`src/rtl/alu16_sequencer.sv`:
```
// alu16_sequencer: runs 16-bit ADD/ADDSP/INC/DEC as two byte passes on the shared 8-bit ALU,
// low byte first with the carry chained into the high byte, and returns the result over valid/ready.
module alu16_sequencer #(
    parameter bit FAST_IDU = 1'b0
) (
    input  logic        clk,
    input  logic        reset,
    input  logic        req_valid,
    output logic        req_ready,
    input  logic [1:0]  req_op,
    input  logic [15:0] req_a,
    input  logic [15:0] req_b,
    input  logic [3:0]  req_flags,
    output logic        resp_valid,
    input  logic        resp_ready,
    output logic [15:0] resp_result,
    output logic [3:0]  resp_flags,
    output logic        alu_sel,
    output logic [7:0]  alu_a,
    output logic [7:0]  alu_b,
    output logic [4:0]  alu_op,
    output logic [3:0]  alu_flag_in,
    input  logic [7:0]  alu_out,
    input  logic [3:0]  alu_flag_out
);
    typedef enum logic [1:0] {IDLE, LO, HI, DONE} state_t;
    localparam logic [1:0] OP_ADD16 = 2'b00, OP_ADDSP = 2'b01, OP_DEC16 = 2'b11;
    localparam logic [4:0] ALU_ADD = 5'b00000, ALU_ADC = 5'b00001, ALU_SUB = 5'b00010,
                           ALU_SBC = 5'b00011, ALU_COPY = 5'b11000;
    state_t state, state_next;
    logic [1:0]  op;
    logic [15:0] a, b;
    logic [3:0]  flags;
    logic [7:0]  lo_res;
    logic        lo_c, lo_h;
    logic        fast, lo_drive, hi_drive;
    logic        unused_flags;
    assign unused_flags = &alu_flag_out[3:2];
    // INC/DEC on the internal incrementer still spend the LO slot, but leave the ALU alone
    assign fast     = FAST_IDU && op[1];
    assign lo_drive = (state == LO) && !fast;
    assign hi_drive = (state == HI);
    assign req_ready  = (state == IDLE) && !reset;
    assign resp_valid = (state == DONE);
    always_comb begin
        state_next  = state;
        alu_sel     = lo_drive || hi_drive;
        alu_op      = ALU_COPY;
        alu_a       = 8'h00;
        alu_b       = 8'h00;
        alu_flag_in = 4'h0;
        case (state)
            IDLE: state_next = req_valid ? LO : IDLE;
            LO:   state_next = fast ? DONE : HI;
            HI:   state_next = DONE;
            DONE: state_next = resp_ready ? IDLE : DONE;
        endcase
        if (lo_drive) begin
            alu_op      = (op == OP_DEC16) ? ALU_SUB : ALU_ADD;
            alu_a       = a[7:0];
            alu_b       = op[1] ? 8'h01 : b[7:0];
            alu_flag_in = flags;
        end
        if (hi_drive) begin
            alu_op      = (op == OP_DEC16) ? ALU_SBC : ALU_ADC;
            alu_a       = a[15:8];
            alu_b       = (op == OP_ADD16) ? b[15:8] : (op == OP_ADDSP) ? {8{b[7]}} : 8'h00;
            alu_flag_in = {flags[3:1], lo_c};
        end
    end
    always_ff @(posedge clk) begin
        if (reset) begin
            state       <= IDLE;
            op          <= 2'b00;
            a           <= 16'h0000;
            b           <= 16'h0000;
            flags       <= 4'h0;
            lo_res      <= 8'h00;
            lo_c        <= 1'b0;
            lo_h        <= 1'b0;
            resp_result <= 16'h0000;
            resp_flags  <= 4'h0;
        end else begin
            state <= state_next;
            if (state == IDLE && req_valid) begin
                op    <= req_op;
                a     <= req_a;
                b     <= req_b;
                flags <= req_flags;
            end
            if (lo_drive) begin
                lo_res <= alu_out;
                lo_c   <= alu_flag_out[0];
                lo_h   <= alu_flag_out[1];
            end
            if (state == LO && fast) begin
                resp_result <= (op == OP_DEC16) ? a - 16'h0001 : a + 16'h0001;
                resp_flags  <= flags;
            end
            if (hi_drive) begin
                resp_result <= {alu_out, lo_res};
                resp_flags  <= (op == OP_ADD16) ? {flags[3], 1'b0, alu_flag_out[1:0]} :
                               (op == OP_ADDSP) ? {2'b00, lo_h, lo_c} : flags;
            end
        end
    end
endmodule
```
`config.mk`:
```
export PLATFORM = sky130hd
export DESIGN_NAME = alu16_sequencer
export DESIGN_NICKNAME = d
export VERILOG_FILES = /design/src/rtl/alu16_sequencer.sv
export SDC_FILE = /design/constraint.sdc
export NUM_CORES = 1
export LEC_CHECK = 0
export CORE_AREA = 5 5 89 99
export DETAILED_ROUTE_END_ITERATION = 12
export DIE_AREA = 0 0 94 104
export GPL_TIMING_DRIVEN = 0
export PLACE_DENSITY = 0.7
export SYNTH_ARGS = -nofsm -noshare
export SYNTH_HDL_FRONTEND = slang
export SYNTH_SLANG_ARGS = --single-unit
```
`constraint.sdc`:
```
create_clock -name clk -period 2.3 [get_ports clk]
set_input_delay 0.345 -clock clk [delete_from_list [all_inputs] [get_ports clk]]
set_output_delay 0.345 -clock clk [all_outputs]
set_load 0.01 [all_outputs]
```
==> results_dict.tcl, run 1 <==
set metrics [dict create \
    synth_seq_area_share_pct 48.0 \
    start_util_pct 37.7 \
    totalWireLength_mm 8.13 \
    synth.ff_latch_count 70 \
    route.detailed.vias_per_inst 4.72 \
    synthToLayoutAreaGrowth_pct 45.4 \
    fmax_ghz 0.446 \
    timing.critical_path.required_ps 1960 \
    core_region_area_um2 7740 \
    synthesis.area_per_instance_um2 8.77 \
    critical_path_cell_sequence "buf_4, ha_2, nor2b_1, buf_4, buf_4, a22o_1, clkdlybuf4s15_1" \
    yosys-top-cells-area "dfxtp_1, nand2_1, mux2i_1" \
    final-setup-viol-count 0 \
    row_count 34 \
    clock_tree_root "clkbuf_8" \
    synth_edf_count 0 \
    total_power_mw 3.19 \
    final_period_minus_worst_setup_slack_ps 2240 \
    crit_fanout 5 \
    multiplexer_area_fraction_after_synthesis_pct 10.0 \
    cp_data_arrival_time_ps 1900 \
    timing_worst_slew_pin_value_ps 598 \
    cts_tree "done" \
    port_buffers 97 \
    num_io_pins 102 \
    synth_simple_gate_area_share_pct 19.4 \
    yosysTopAreaCell "dfxtp_1" \
    clk_pin_slew_worst_paths_ps 70 \
    crit_top_cell "buf_4" \
    antenna_found_initial 0 \
    detailedRoute.firstIterationViolations 80 \
    dr_total_vias 2636 \
    timing.hold.worst.class "reg2reg" \
    fin_tns_setup_ps 0 \
    routed_wire_length_per_instance_um 14.6 \
    gp_congestion 0.786 \
    first_global_vias 2662 \
    critical-path-max-stage-delay_ps 350 \
    powerDensity_nw_per_um2 751 \
    synthDistinctLibCells 26 \
    synth-compound-area-share_pct 13.5 \
    postPlaceCellArea_um2 4030 \
    fin_skew_ps 15.1 \
    finalNonFillerCells 558 \
    total_leakage_power_nw 1.64 \
    synth_top_family_by_area "simple AND/OR/NAND/NOR gates" \
    netlist_instances 333 \
    slew_viols_final 0 \
    max-clock-path-buffers 2 \
    synth.most_common_cell "nand2_1" \
    synth_top_cell_area_share_pct 48.0 \
    timing_hold_violations_final 0 \
    design.die.area_um2 9780 \
    worst_hold_slack_ps 456 \
    global_route.usage.total_pct 16.7 \
    outcome "complete, no violations" \
    multi_input_area_um2 1360 \
    post_synth_fa_ha_maj_area_fraction_pct 2.57 \
    critical-path-slowest-cell "dfxtp_4" \
    slew_headroom_pct 60.1 \
    design.final.nets 505 \
    hpwl_mm 6.00 \
    drt-pass1-iter-count 4 \
    synth-xor-area-share_pct 0 \
    ctsHtreeMaxLevel 3 \
    synthTopCellsByCount "nand2_1, dfxtp_1, a21oi_1" \
    syn-cell-area_um2 2920 \
    rsz0062_at_grt "false" \
    drt.antenna.violating_nets 0 \
    chipHeight_um 104 \
    dp_worst_setup_slack_ps -94.2 \
    layout_cells_sized_above_1_pct 11.8 \
    drcViolationCount 0 \
    ys.warnings.count 0 \
    cap_viol_max_count 0 \
    fillCellCount 762 \
    cts_inserted_buffers 9 \
    async_flop_share_pct 0 \
    post_synth_net_total 393 \
    crit_path_end_kind "primary output" \
    worstSetupPathType "reg2out" \
    min_period_over_period_pct 97.4 \
    post-route-util_pct 54.8 \
    post-place-cells 538 \
    postSynth.topFlopCell "dfxtp_1" \
    grt_max_degree 13 \
    antenna-diode-count 0 \
    cts.sinks 70 \
    postCtsHoldBufs 0 \
    vdd_drop_max_mv 0.512 \
    design_area_um2 4250 \
    clkLatencyLatePin_ps 350 \
    die_width_um 94 \
    regArea_um2 1410 \
    global_route_wire_length_before_repair_mm 12.8 \
    globalRouteOverflowTotal 0 \
    final.setup.worst_slack_ps 58.9 \
    startpoint_type "flop" \
]
==> sequential cells by signal (all words and copies together) (netlist names) <==
name,count
resp_result,16
a,16
b,16
state,2
resp_flags,4
lo_res,8
lo_h,1
op,2
lo_c,1
flags,4
==> cells by family after synthesis <==
family          after synthesis
buf+inv                      32
simple gates                132
other cells                   1
compound gates               63
mux                          29
flops                        70
fa+ha+maj                     6
==> area by class of cell <==
type,instances,area share [%]
Clock inverter,5,0.825
Inverter,3,0.265
Timing Repair Buffer,101,23.0
Multi-Input combinational cell,231,31.9
Buffer,29,4.48
Tap cell,108,3.18
Clock buffer,11,3.09
Sequential cell,70,33.2
==> placed cells by master (no fill, tap or decap), types with 6 or more instances in the layout <==
master and n:
nand2_1 78, clkdlybuf4s50_1 76, dfxtp_1 68, a21oi_1 43
nor2_1 30, mux2i_1 27, buf_4 14, clkbuf_1 11
clkdlybuf4s15_1 10, a22o_1 9, clkbuf_8 9, nor2b_1 7
nand2b_1 7, dlygate4sd2_1 7, a221o_1 6
==> metal layers <==
metal  wire length, um  track usage [%]  share of wire, %  up-vias
li1                  -                -                 -     1331
met1              3480             20.0                43     1199
met2              3690             26.2                45       95
met3               827             7.16                10       11
met4               125             6.19               1.5        0
met5                 0                0                 0        -
==> report_power, final <==
group | total (mW) | switching, mW | internal (mW)
combinational | 0.918 | 0.451 | 0.467
sequential | 1.40 | 0.0693 | 1.33
clock | 0.870 | 0.476 | 0.394
==> final timing paths <==
| kind | startpoint | endpoint | depth (start not counted) | slack (ps) |
|---|---|---|---|---|
| worst max-delay path | state[0]$_SDFF_PP0_ | alu_a[7] | 7 | 60 |
| worst min-delay path | b[8]$_SDFFE_PP0P_ | b[8]$_SDFFE_PP0P_ | 2 | 460 |
| worst max register to register | state[1]$_SDFF_PP0_ | b[1]$_SDFFE_PP0P_ | 6 | 830 |
| worst min register to register | b[8]$_SDFFE_PP0P_ | b[8]$_SDFFE_PP0P_ | 2 | 460 |
==> critical path, delay by kind of cell, from the launching register on <==
family | cells | cell delay, ps
buffers and inverters | 4 | 670
DFF | 1 | 350
and+or+nand+nor | 1 | 130
AOI/OAI and AO/OA | 1 | 210
adders and majority gates | 1 | 200
==> timing repair <==
action                                 in CTS  in global routing
setup endpoints to repair                  21                 13
buffers inserted                            3                  1
gates resized for setup                    43                 11
endpoints found under the hold margin       0                  0
pin swaps                                   1                  1
Power figures use the tool's default switching activity.
==> inputs of run 2 (changes only) <==
==> config.mk (replaced) <==
export PLATFORM = sky130hd
export DESIGN_NAME = alu16_sequencer
export DESIGN_NICKNAME = d
export VERILOG_FILES = /design/src/rtl/alu16_sequencer.sv
export SDC_FILE = /design/constraint.sdc
export NUM_CORES = 1
export LEC_CHECK = 0
export CORE_AREA = 5 5 83 93
export CTS_BUF_LIST = sky130_fd_sc_hd__clkbuf_8
export DETAILED_ROUTE_END_ITERATION = 12
export DIE_AREA = 0 0 88 98
export GPL_TIMING_DRIVEN = 0
export PLACE_DENSITY = 0.78
export SYNTH_ARGS = -nofsm -noshare
export SYNTH_HDL_FRONTEND = slang
export SYNTH_SLANG_ARGS = --single-unit
==> run 2 against run 1 <==
Maximum frequency is 1.8% higher. Power is 3.8% higher. Non-clock buffer count unchanged. Sequential cell count stayed put. Largest power group unchanged. Highest routed layer unchanged.
==> results_dict.tcl, run 2 (synthesis results as in run 1) <==
set metrics [dict create \
    fin_tns_setup_ps 0 \
    layout_commonest_cell "nand2_1" \
    num_io_pins 102 \
    cts.sinks 70 \
    row_count 32 \
    port_buffers 97 \
    fin_skew_ps 8.76 \
    route.detailed.vias_per_inst 5.00 \
    outcome "complete, no violations" \
    design_area_um2 4210 \
    clkLatencyLatePin_ps 350 \
    timing.hold.worst.class "reg2reg" \
    slew_headroom_pct 62.0 \
    antenna-diode-count 0 \
    ctsHtreeMaxLevel 3 \
    layout_cells_sized_above_1_pct 14.0 \
    cts_inserted_buffers 9 \
    core_region_area_um2 6770 \
    drt-pass1-iter-count 4 \
    hpwl_mm 5.71 \
    global_route_wire_length_before_repair_mm 12.6 \
    critical-path-max-stage-delay_ps 350 \
    drcViolationCount 0 \
    commonest_cells_after_routing_fill_and_taps_aside "nand2_1, clkdlybuf4s50_1, dfxtp_1, a21oi_1, nor2_1" \
    timing.critical_path.max_delay_family "buffers and inverters" \
    global_route.usage.total_pct 18.9 \
    rsz0062_at_grt "true" \
    worstSetupPathType "reg2out" \
    startpoint_type "flop" \
    fillCellCount 586 \
    globalRouteOverflowTotal 0 \
    timing.critical_path.required_ps 1960 \
    crit_path_end_kind "primary output" \
    totalWireLength_mm 7.97 \
    gp_congestion 0.773 \
    routed_wire_length_per_instance_um 14.9 \
    min_period_over_period_pct 95.7 \
    timing_worst_slew_pin_value_ps 570 \
    chipHeight_um 98 \
    design.die.area_um2 8620 \
    die_width_um 88 \
    synthToLayoutAreaGrowth_pct 44.1 \
    powerDensity_nw_per_um2 787 \
    detailedRoute.firstIterationViolations 81 \
    grt_max_degree 14 \
    vdd_drop_max_mv 0.516 \
    cts_tree "done" \
    antenna_found_initial 0 \
    design.final.nets 505 \
    path_buf_inv 4 \
    drt.antenna.violating_nets 0 \
    critical_path_cell_sequence "inv_1, ha_2, buf_6, buf_4, a21oi_1, a211oi_4, clkdlybuf4s15_2" \
    fmax_ghz 0.454 \
    cp_data_arrival_time_ps 1860 \
    timing_hold_violations_final 0 \
    crit_fanout 10 \
    slew_viols_final 0 \
    postPlaceCellArea_um2 4000 \
    clk_pin_slew_worst_paths_ps 80 \
    critical-path-slowest-cell "dfxtp_4" \
    postCtsHoldBufs 0 \
    clock_tree_root "clkbuf_8" \
    cap_viol_max_count 0 \
    max-clock-path-buffers 2 \
    dr_total_vias 2675 \
    top_regs "a: 16 flops, b: 16 flops, resp_result: 16 flops" \
    first_global_vias 2640 \
    final-setup-viol-count 0 \
    start_util_pct 43.2 \
    total_leakage_power_nw 1.66 \
    final_period_minus_worst_setup_slack_ps 2200 \
    post-route-util_pct 62.2 \
]
## run 2: changes by cell type in the layout (fill, tap and decap cells not counted), sizes merged
cell and change:
buf +1, bufinv +1, clkbuf +6, clkdlybuf4s15 -10, clkinvlp +1, dlygate4sd2 +1
## run 2: stage by stage
stage | hold WS, ps | total power, mW | worst slack (ps) | std cells
2_1_floorplan | 436 | 1.94 | 515 | 333
3_3_place_gp | 443 | 2.29 | -79.5 | 515
3_5_place_dp | 447 | 2.31 | -118 | 515
4_1_cts | 459 | 3.31 | 5.65 | 533
5_1_grt | 476 | 3.48 | -16.7 | 535
6_report | 460 | 3.31 | 98.2 | 535
## run 2: per-layer routing
layer	global-route usage, %	part of all wire, %	routed length, um
met1	22.2	41	3230
met2	32.1	51	4050
met3	7.43	8.0	639
met4	3.90	0.73	58
met5	0	0	0
## run 2: final cells by class
cell class	count	area, um2	area share, %
sequential	70	1410	33.4
multi-input combinational	231	1370	32.4
timing repair buffer	101	932	22.2
buffer	29	190	4.52
clock buffer	9	124	2.94
tap	85	106	2.53
clock inverter	7	72.6	1.72
inverter	3	11.3	0.268
## run 2: tightest hold or removal path: cells and delay by family, from the launching register on
family	cells	cell delay, ps
simple gates	1	50
flops	1	320
compound gates	1	50
## run 2: timing repair
| action | CTS | global route |
|---|---|---|
| cloned | 0 | 0 |
| gates resized for setup | 48 | 14 |
| buffers inserted | 2 | 2 |
| pin swaps | 0 | 1 |
| endpoints found under the setup margin | 21 | 14 |
## run 2: report_power, final
part           switching [mW]  internal, mW  total, mW
combinational           0.460         0.463      0.923
sequential             0.0677          1.33       1.40
clock                   0.487         0.502      0.989
## run 2: final timing paths
check             slack (ps)  cells after the start                start                end
setup reg to reg         820                      7  state[1]$_SDFF_PP0_  b[7]$_SDFFE_PP0P_
hold reg to reg          460                      2    a[7]$_SDFFE_PP0P_  a[7]$_SDFFE_PP0P_
setup / recovery         100                      7  state[0]$_SDFF_PP0_           alu_b[7]
hold / removal           460                      2    a[7]$_SDFFE_PP0P_  a[7]$_SDFFE_PP0P_
